`config.mk`:
```
export PLATFORM = sky130hd
export DESIGN_NAME = ahb_dphase_ctrl
export DESIGN_NICKNAME = d
export VERILOG_FILES = /design/src/rtl/ahb_dphase_ctrl_pkg.sv /design/src/rtl/ahb_dphase_ctrl_default_slave.sv /design/src/rtl/ahb_dphase_ctrl.sv
export SDC_FILE = /design/constraint.sdc
export NUM_CORES = 1
export LEC_CHECK = 0
export ABC_AREA = 0
export CAP_MARGIN = 30
export CELL_PAD_IN_SITES_DETAIL_PLACEMENT = 0
export CELL_PAD_IN_SITES_GLOBAL_PLACEMENT = 1
export CORE_UTILIZATION = 15
export CTS_CLUSTER_SIZE = 8
export DETAILED_ROUTE_END_ITERATION = 6
export PLACE_DENSITY = 0.8
export SYNTH_ARGS = -nofsm -noshare
export SYNTH_HDL_FRONTEND = slang
export SYNTH_SLANG_ARGS = --single-unit
```
`constraint.sdc`:
```
create_clock -name HCLK -period 2.1 [get_ports HCLK]
set_input_delay 0.315 -clock HCLK [delete_from_list [all_inputs] [get_ports HCLK]]
set_output_delay 0.315 -clock HCLK [all_outputs]
set_load 0.02 [all_outputs]
```
`src/rtl/ahb_dphase_ctrl_pkg.sv`:
```
// Shared definitions for the two-slave AHB-Lite data-phase controller:
// transfer/response encodings, default slave states and the default address map.
package ahb_dphase_ctrl_pkg;

  // Default address map: two 4 KB regions, low REGION_BITS ignored by decode
  localparam int unsigned REGION_BITS = 12;
  localparam logic [31:0] S0_BASE     = 32'h0000_0000;
  localparam logic [31:0] S1_BASE     = 32'h0000_1000;

  // HRESP encodings
  localparam logic HRESP_OKAY  = 1'b0;
  localparam logic HRESP_ERROR = 1'b1;

  typedef enum logic [1:0] {
    HTRANS_IDLE   = 2'b00,
    HTRANS_BUSY   = 2'b01,
    HTRANS_NONSEQ = 2'b10,
    HTRANS_SEQ    = 2'b11
  } htrans_t;

  typedef enum logic [1:0] {
    D_IDLE = 2'b00,
    D_ERR1 = 2'b01,
    D_ERR2 = 2'b10
  } dflt_state_t;

  // Data-phase response mux select
  typedef enum logic {
    SLAVE_0 = 1'b0,
    SLAVE_1 = 1'b1
  } slave_t;

  // Only NONSEQ and SEQ carry a real transfer
  function automatic logic is_active(input htrans_t t);
    return (t == HTRANS_NONSEQ) || (t == HTRANS_SEQ);
  endfunction

  // Default slave response per state: {hreadyout, hresp}
  function automatic logic [1:0] dflt_resp(input dflt_state_t s);
    logic [1:0] r;
    case (s)
      D_IDLE:  r = {1'b1, HRESP_OKAY};
      D_ERR1:  r = {1'b0, HRESP_ERROR};
      D_ERR2:  r = {1'b1, HRESP_ERROR};
      default: r = {1'b1, HRESP_OKAY};
    endcase
    return r;
  endfunction

endpackage

```
`src/rtl/ahb_dphase_ctrl_default_slave.sv`:
```
// Default slave: answers active transfers to unmapped addresses with the
// two-cycle AHB ERROR response (one wait cycle, then ready with ERROR).
module ahb_default_slave (
  input  logic HCLK,
  input  logic HRESETn,
  input  logic HREADY,
  input  logic err_req,
  output logic dflt_hreadyout,
  output logic dflt_hresp
);
  import ahb_dphase_ctrl_pkg::*;

  dflt_state_t state_r;
  dflt_state_t next_s;
  logic        hreadyout_r;
  logic        hresp_r;

  // State register; response flops are loaded from the next state so the
  // outputs are registered yet line up exactly with the state they describe
  always_ff @(posedge HCLK) begin
    if (!HRESETn) begin
      state_r     <= D_IDLE;
      hreadyout_r <= 1'b1;
      hresp_r     <= HRESP_OKAY;
    end else begin
      state_r                <= next_s;
      {hreadyout_r, hresp_r} <= dflt_resp(next_s);
    end
  end

  // Next-state logic: a new error only starts on an accepted address phase
  always_comb begin
    next_s = state_r;
    case (state_r)
      D_IDLE: begin
        if (HREADY && err_req) begin
          next_s = D_ERR1;
        end else begin
          next_s = D_IDLE;
        end
      end
      D_ERR1: begin
        next_s = D_ERR2;
      end
      D_ERR2: begin
        if (HREADY && err_req) begin
          next_s = D_ERR1;
        end else begin
          next_s = D_IDLE;
        end
      end
      default: begin
        next_s = D_IDLE;
      end
    endcase
  end

  assign dflt_hreadyout = hreadyout_r;
  assign dflt_hresp     = hresp_r;

endmodule

```
`src/rtl/ahb_dphase_ctrl.sv`:
```
// AHB-Lite address decoder and data-phase response-select controller for a
// two-slave interconnect, with an embedded default slave for unmapped space.
module ahb_dphase_ctrl #(
  parameter int unsigned        ADDR_W      = 32,
  parameter int unsigned        REGION_BITS = ahb_dphase_ctrl_pkg::REGION_BITS,
  parameter logic [ADDR_W-1:0]  S0_BASE     = ADDR_W'(ahb_dphase_ctrl_pkg::S0_BASE),
  parameter logic [ADDR_W-1:0]  S1_BASE     = ADDR_W'(ahb_dphase_ctrl_pkg::S1_BASE)
) (
  input  logic              HCLK,
  input  logic              HRESETn,
  input  logic [ADDR_W-1:0] HADDR,
  input  logic [1:0]        HTRANS,
  input  logic              HREADY,
  output logic              HSEL_0,
  output logic              HSEL_1,
  output logic              MUX_SEL,
  output logic              dflt_active,
  output logic              dflt_hreadyout,
  output logic              dflt_hresp
);
  import ahb_dphase_ctrl_pkg::*;

  // Masking keeps the comparison on the region bits only
  localparam logic [ADDR_W-1:0] REGION_MASK = {ADDR_W{1'b1}} << REGION_BITS;

  logic    hit0_s;
  logic    hit1_s;
  logic    unmapped_s;
  logic    active_s;
  logic    err_req_s;
  htrans_t htrans_s;
  slave_t  sel_r;
  logic    dflt_r;

  // Address-phase decode; independent of HTRANS/HREADY, slave 0 wins overlap
  always_comb begin
    htrans_s   = htrans_t'(HTRANS);
    hit0_s     = ((HADDR & REGION_MASK) == (S0_BASE & REGION_MASK));
    hit1_s     = ((HADDR & REGION_MASK) == (S1_BASE & REGION_MASK)) && !hit0_s;
    unmapped_s = !hit0_s && !hit1_s;
    active_s   = is_active(htrans_s);
    err_req_s  = active_s && unmapped_s;
  end

  // Data-phase select registers: advance on accepted address phase, hold in wait states
  always_ff @(posedge HCLK) begin
    if (!HRESETn) begin
      sel_r  <= SLAVE_0;
      dflt_r <= 1'b0;
    end else if (HREADY) begin
      sel_r  <= hit1_s ? SLAVE_1 : SLAVE_0;
      dflt_r <= unmapped_s;
    end
  end

  ahb_default_slave u_default_slave (
    .HCLK           (HCLK),
    .HRESETn        (HRESETn),
    .HREADY         (HREADY),
    .err_req        (err_req_s),
    .dflt_hreadyout (dflt_hreadyout),
    .dflt_hresp     (dflt_hresp)
  );

  assign HSEL_0      = hit0_s;
  assign HSEL_1      = hit1_s;
  assign MUX_SEL     = sel_r;
  assign dflt_active = dflt_r;

endmodule

```
==> results of run 1 <==
kinds of logic (layout without fill, tap and decap cells):
group                  after synthesis  count (layout)  share of synthesized area, %
buffers and inverters                2              36                          2.53
AND/OR/NAND/NOR                     14              14                          37.6
flip-flops                           6               6                          40.5
AO/OA/AOI/OAI                        7               7                          19.4
final cells by class:
| type | count | area, µm² | area share, % |
|---|---|---|---|
| repair buffers | 31 | 295 | 45.7 |
| multi-input cells | 21 | 169 | 26.2 |
| flip-flops and latches | 6 | 120 | 18.6 |
| well taps | 25 | 31.3 | 4.84 |
| clock buffers | 3 | 22.5 | 3.49 |
| inverters | 2 | 7.51 | 1.16 |
sequential cells by signal, indices dropped and copies added (netlist names):
name,count
MUX_SEL,1
u_default_slave.dflt_hreadyout,1
u_default_slave.dflt_hresp,1
u_default_slave.state_r,2
dflt_active,1
worst max-delay path, stage by stage:
cell and delay, ps:
clkdlybuf4s50_1 450, nor4_4 310, nand3_2 130, nor3_1 150, clkbuf_2 200
what timing repair did:
| action | CTS | global route |
|---|---|---|
| setup endpoints to repair | 2 | 2 |
| buffers inserted | 0 | 0 |
| resized for setup | 2 | 6 |
per-layer routing:
layer / up-vias / GRT usage [%] / routed length, µm
li1: 181 / - / -
met1: 151 / 9.32 / 279
met2: 30 / 12.5 / 336
met3: 3 / 6.67 / 131
met4: 0 / 7.06 / 16
met5: - / 0 / 0
worst paths after layout:
path,cells past startpoint,slack (ps),endpoint,startpoint
min,2,480,MUX_SEL,MUX_SEL
max,5,240,HSEL_0,HADDR[21]
max reg2reg,3,1220,u_default_slave.dflt_hresp,u_default_slave.state_r[0]
min reg2reg,2,480,MUX_SEL,MUX_SEL
Yosys cell counts:
library cell / number
nor3_1: 2
o21a_1: 2
nor3_2: 1
and2_1: 1
and3b_1: 1
o31a_1: 2
nor4_1: 2
o31ai_1: 1
o211a_1: 1
o211ai_1: 1
nor2b_1: 1
nor4_2: 1
nor4_4: 1
nand2_1: 1
nand3_2: 1
dfxtp_1: 6
nand3_1: 2
inv_1: 2
metrics by stage:
stage / hold WS (ps) / total power, W / instance area (µm²)
CTS: 488 / 0.000308 / 653
global placement: 476 / 0.000194 / 633
floorplan: 404 / 0.000138 / 297
global route: 498 / 0.000321 / 646
detailed placement: 481 / 0.000195 / 633
finish: 478 / 0.000299 / 646
power breakdown:
| part | internal [W] | switching, W |
|---|---|---|
| Sequential | 0.000119 | 0.00000141 |
| Combinational | 0.0000506 | 0.0000212 |
| Clock | 0.0000647 | 0.0000424 |
| Total | 0.000234 | 0.0000650 |
==> results.yml, run 1 <==
run_status:
  status: "finished clean"
cells_and_area:
  final_cell_mix: "clkdlybuf4s50_1 (27), dfxtp_1 (6), clkbuf_4 (3)"
  nFillCells: 193
  layout-drive-gt1-share_pct: 17.5
  num_antenna_cells: 0
  num-nets-final: 102
  area_growth_pct: 118
  final_cells: 88
  layout_commonest_cell: "clkdlybuf4s50_1"
  final_core_util_pct: 36.2
detailed_routing:
  drtPass1Iterations: 2
  vias: 365
  drc: 0
  ant_nets: 0
  drt_iter0_markers: 3
  wl_um: 764
  wl_per_cell_um: 8.68
  via_per_inst: 4.15
worst_setup_path:
  cp-start-kind: "primary input"
  cp-end-kind: "primary output"
  cp.arrival_ps: 1550
  crit_fanout: 3
  cp_data_required_time_ps: 1780
  crit_type: "primary input to primary output"
floorplan:
  num_io_pins: 43
  num_rows: 15
  die-area_um2: 2160
  start_util_pct: 16.6
  die_w_um: 46.5
  die_h_um: 46.5
  coreArea_um2: 1780
power_and_ir_drop:
  ir_drop_v: 0.000256
  powerDensity_nw_per_um2: 463
  p_leak_nw: 0.237
synthesis:
  synth_area_um2: 297
  synth_top_area_share_pct: 40.5
  synthDistinctLibCells: 18
  ys_seq_area_share_pct: 40.5
  synth_top_cells_by_area: "dfxtp_1 (41%), nor4_4 (7.2%), o31a_1 (5.9%)"
  ys_warn_count: 0
  syn_area_per_cell_um2: 10.2
  ys_seq_elements: 6
  synthesis.instances: 29
  syn-num-nets: 66
  synth_top_area_cell: "dfxtp_1"
clock_tree:
  cts_sinks: 6
  ctsLongestPathBuffers: 2
  path_clk_slew_ps: 40
  cts_tree: "yes"
  cts_buffers: 3
  holdBufCountCts: 0
  worstSkewPairLatency_ps: 250
  htree_levels: 1
  clk_root_buffer_cell: "clkbuf_4"
global_route:
  grt_overflow_total: 0
  grt_pass1_wl_mm: 1.28
  antenna_found_initial: 0
  grt_pass1_vias: 348
  grt_max_degree: 8
  grt_usage_pct: 9.13
timing:
  finClkSkew_ps: 1.70
  maxSlewViolCount: 0
  worst_slack_ps: 235
  max_freq_mhz: 536
  fin_crit_sh_pct: 88.8
  relSlewSlack_pct: 84.6
  timing_hold_violations_final: 0
  rsz0062_at_grt: "no"
  finalSetupViolCount: 0
  tns_ps: 0
  period_needed_ps: 1860
  worst_pin_slew_ps: 228
worst_hold_path:
  hp-class: "flip-flop to flip-flop"
place:
  hpwl_um: 660
  place_congestion: 0.683
  pre_cts_slack_ps: -204
  place_inst: 85
  port_buffers: 29
flow_run:
  max_cap_violations: 0
No activity file was read; power rests on OpenSTA's default activity.
==> run 2: changes to the inputs <==
--- a/config.mk
+++ b/config.mk
@@ -9,10 +9,12 @@
 export CAP_MARGIN = 30
 export CELL_PAD_IN_SITES_DETAIL_PLACEMENT = 0
 export CELL_PAD_IN_SITES_GLOBAL_PLACEMENT = 1
-export CORE_UTILIZATION = 15
+export CORE_AREA = 2 2 39 41
 export CTS_CLUSTER_SIZE = 8
 export DETAILED_ROUTE_END_ITERATION = 6
-export PLACE_DENSITY = 0.8
+export DIE_AREA = 0 0 41 43
+export DONT_BUFFER_PORTS = 1
+export PLACE_DENSITY = 0.48
 export SYNTH_ARGS = -nofsm -noshare
 export SYNTH_HDL_FRONTEND = slang
 export SYNTH_SLANG_ARGS = --single-unit
==> run 2 against run 1 <==
Against the previous run: sequential share of layout area is 15 points higher; fmax grew 21%; cell area shrank 45%; flip-flop and latch count stayed put; global-route usage increased by 1.2 points; final cell count fell by 43%; utilization is 11 points lower; die area fell by 18%; critical path depth decreased by 1; critical path type unchanged; critical endpoint unchanged; largest cell class is now multi-input gates; highest routed layer unchanged.
==> results.yml, run 2 (synthesis gave the netlist of run 1 again) <==
floorplan:
  die_h_um: 43
  die_w_um: 41
  coreArea_um2: 1380
  die-area_um2: 1760
  num_io_pins: 43
  num_rows: 14
  start_util_pct: 21.4
timing:
  tns_ps: 0
  worst_slack_ps: 564
  worst_pin_slew_ps: 256
  finClkSkew_ps: 6.41
  fin_crit_sh_pct: 73.1
  max_freq_mhz: 651
  relSlewSlack_pct: 82.8
  finalSetupViolCount: 0
  rsz0062_at_grt: "no"
  period_needed_ps: 1540
  timing_hold_violations_final: 0
  maxSlewViolCount: 0
  fin_hold_ws_ps: 170
global_route:
  grt_util_met1_pct: 9.65
  busiest_layer: "met2"
  grt_overflow_total: 0
  grt_util_met3_pct: 3.66
  grt_pass1_wl_mm: 1.11
  antenna_found_initial: 0
  grt_usage_pct: 10.3
  grt_max_degree: 8
  grt_pass1_vias: 281
  grt_use_met2_pct: 15.0
worst_setup_path:
  cp_data_required_time_ps: 1780
  max_stage_delay_ps: 280
  cp.arrival_ps: 1220
  cp-start-kind: "primary input"
  crit_type: "primary input to primary output"
  worstPathCellList: "nor4_1 -> nand2_1 -> nor3_1 -> buf_4"
  crit_fanout: 7
  cp-end-kind: "primary output"
  slowest_stage: "nor4_1"
detailed_routing:
  wl_per_cell_um: 15.1
  via_per_inst: 5.36
  drtPass1Iterations: 2
  ant_nets: 0
  drt_iter0_markers: 1
  vias: 268
  drc: 0
  wl_um: 754
power_and_ir_drop:
  ir_drop_v: 0.000107
  p_leak_nw: 0.126
  powerDensity_nw_per_um2: 700
cells_and_area:
  num_antenna_cells: 0
  area_growth_pct: 19.4
  layout-drive-gt1-share_pct: 26.5
  largest_reg_flops: 2
  largest_register: "u_default_slave.state_r"
  multiInputGateArea_um2: 169
  layout_commonest_cell: "dfxtp_1"
  final_core_util_pct: 25.6
  final_cells: 50
  nFillCells: 156
  final_cell_mix: "dfxtp_1 (6), clkbuf_4 (3)"
  num-nets-final: 73
  seq_area_um2: 120
clock_tree:
  cts_buffers: 3
  path_clk_slew_ps: 50
  worstSkewPairLatency_ps: 250
  clk_root_buffer_cell: "clkbuf_4"
  ctsLongestPathBuffers: 2
  post_cts_buffers: 0
  cts_tree: "yes"
  htree_levels: 1
  cts_sinks: 6
  holdBufCountCts: 0
  cts_resized: 0
worst_hold_path:
  hp-class: "primary input to flip-flop"
place:
  pre_cts_slack_ps: 597
  place_inst: 47
  place_congestion: 0.609
  port_buffers: 0
flow_run:
  max_cap_violations: 0
run_status:
  status: "finished clean"
run 2: cell count changes in the layout (fill, tap and decap cells not counted):
| cell | delta |
|---|---|
| clkdlybuf4s50_1 | -27 |
| clkbuf_2 | -2 |
run 2: metrics by stage:
| stage | power [W] | area [µm²] |
|---|---|---|
| after floorplan | 0.000138 | 297 |
| after global placement | 0.000140 | 332 |
| after detailed placement | 0.000140 | 332 |
| after CTS | 0.000251 | 354 |
| after global routing | 0.000260 | 354 |
| final | 0.000248 | 354 |
run 2: report_power, final:
group | internal, W | leakage [nW] | switching (W)
registers | 0.000119 | 0.0492 | 0.00000594
logic | 0.00000849 | 0.0626 | 0.00000511
clock network | 0.0000648 | 0.0138 | 0.0000446
total | 0.000192 | 0.126 | 0.0000556
run 2: cell type report:
cell class,count,share of cell area (%)
Clock buffer,3,6.36
Inverter,2,2.12
Multi-Input combinational cell,21,47.7
Sequential cell,6,33.9
Tap cell,16,5.65
Timing Repair Buffer,2,4.24
run 2: routing by layer:
layer	vias to the layer above	wire length, µm
met4	0	29
met5	-	0
met1	114	216
met2	28	380
li1	123	-
met3	3	128
run 2: critical path: cells and delay by family:
family | cells | cell delay (ps)
buf+inv | 1 | 170
simple gates | 3 | 740
run 2: path summary, 6_finish.rpt:
kind | from | endpoint | slack [ps] | cells past startpoint
max | HADDR[13] | HSEL_0 | 560 | 4
min | HRESETn | u_default_slave.dflt_hreadyout | 170 | 1
max reg2reg | u_default_slave.state_r[0] | u_default_slave.dflt_hresp | 1200 | 3
min reg2reg | u_default_slave.state_r[1] | u_default_slave.state_r[1] | 560 | 2
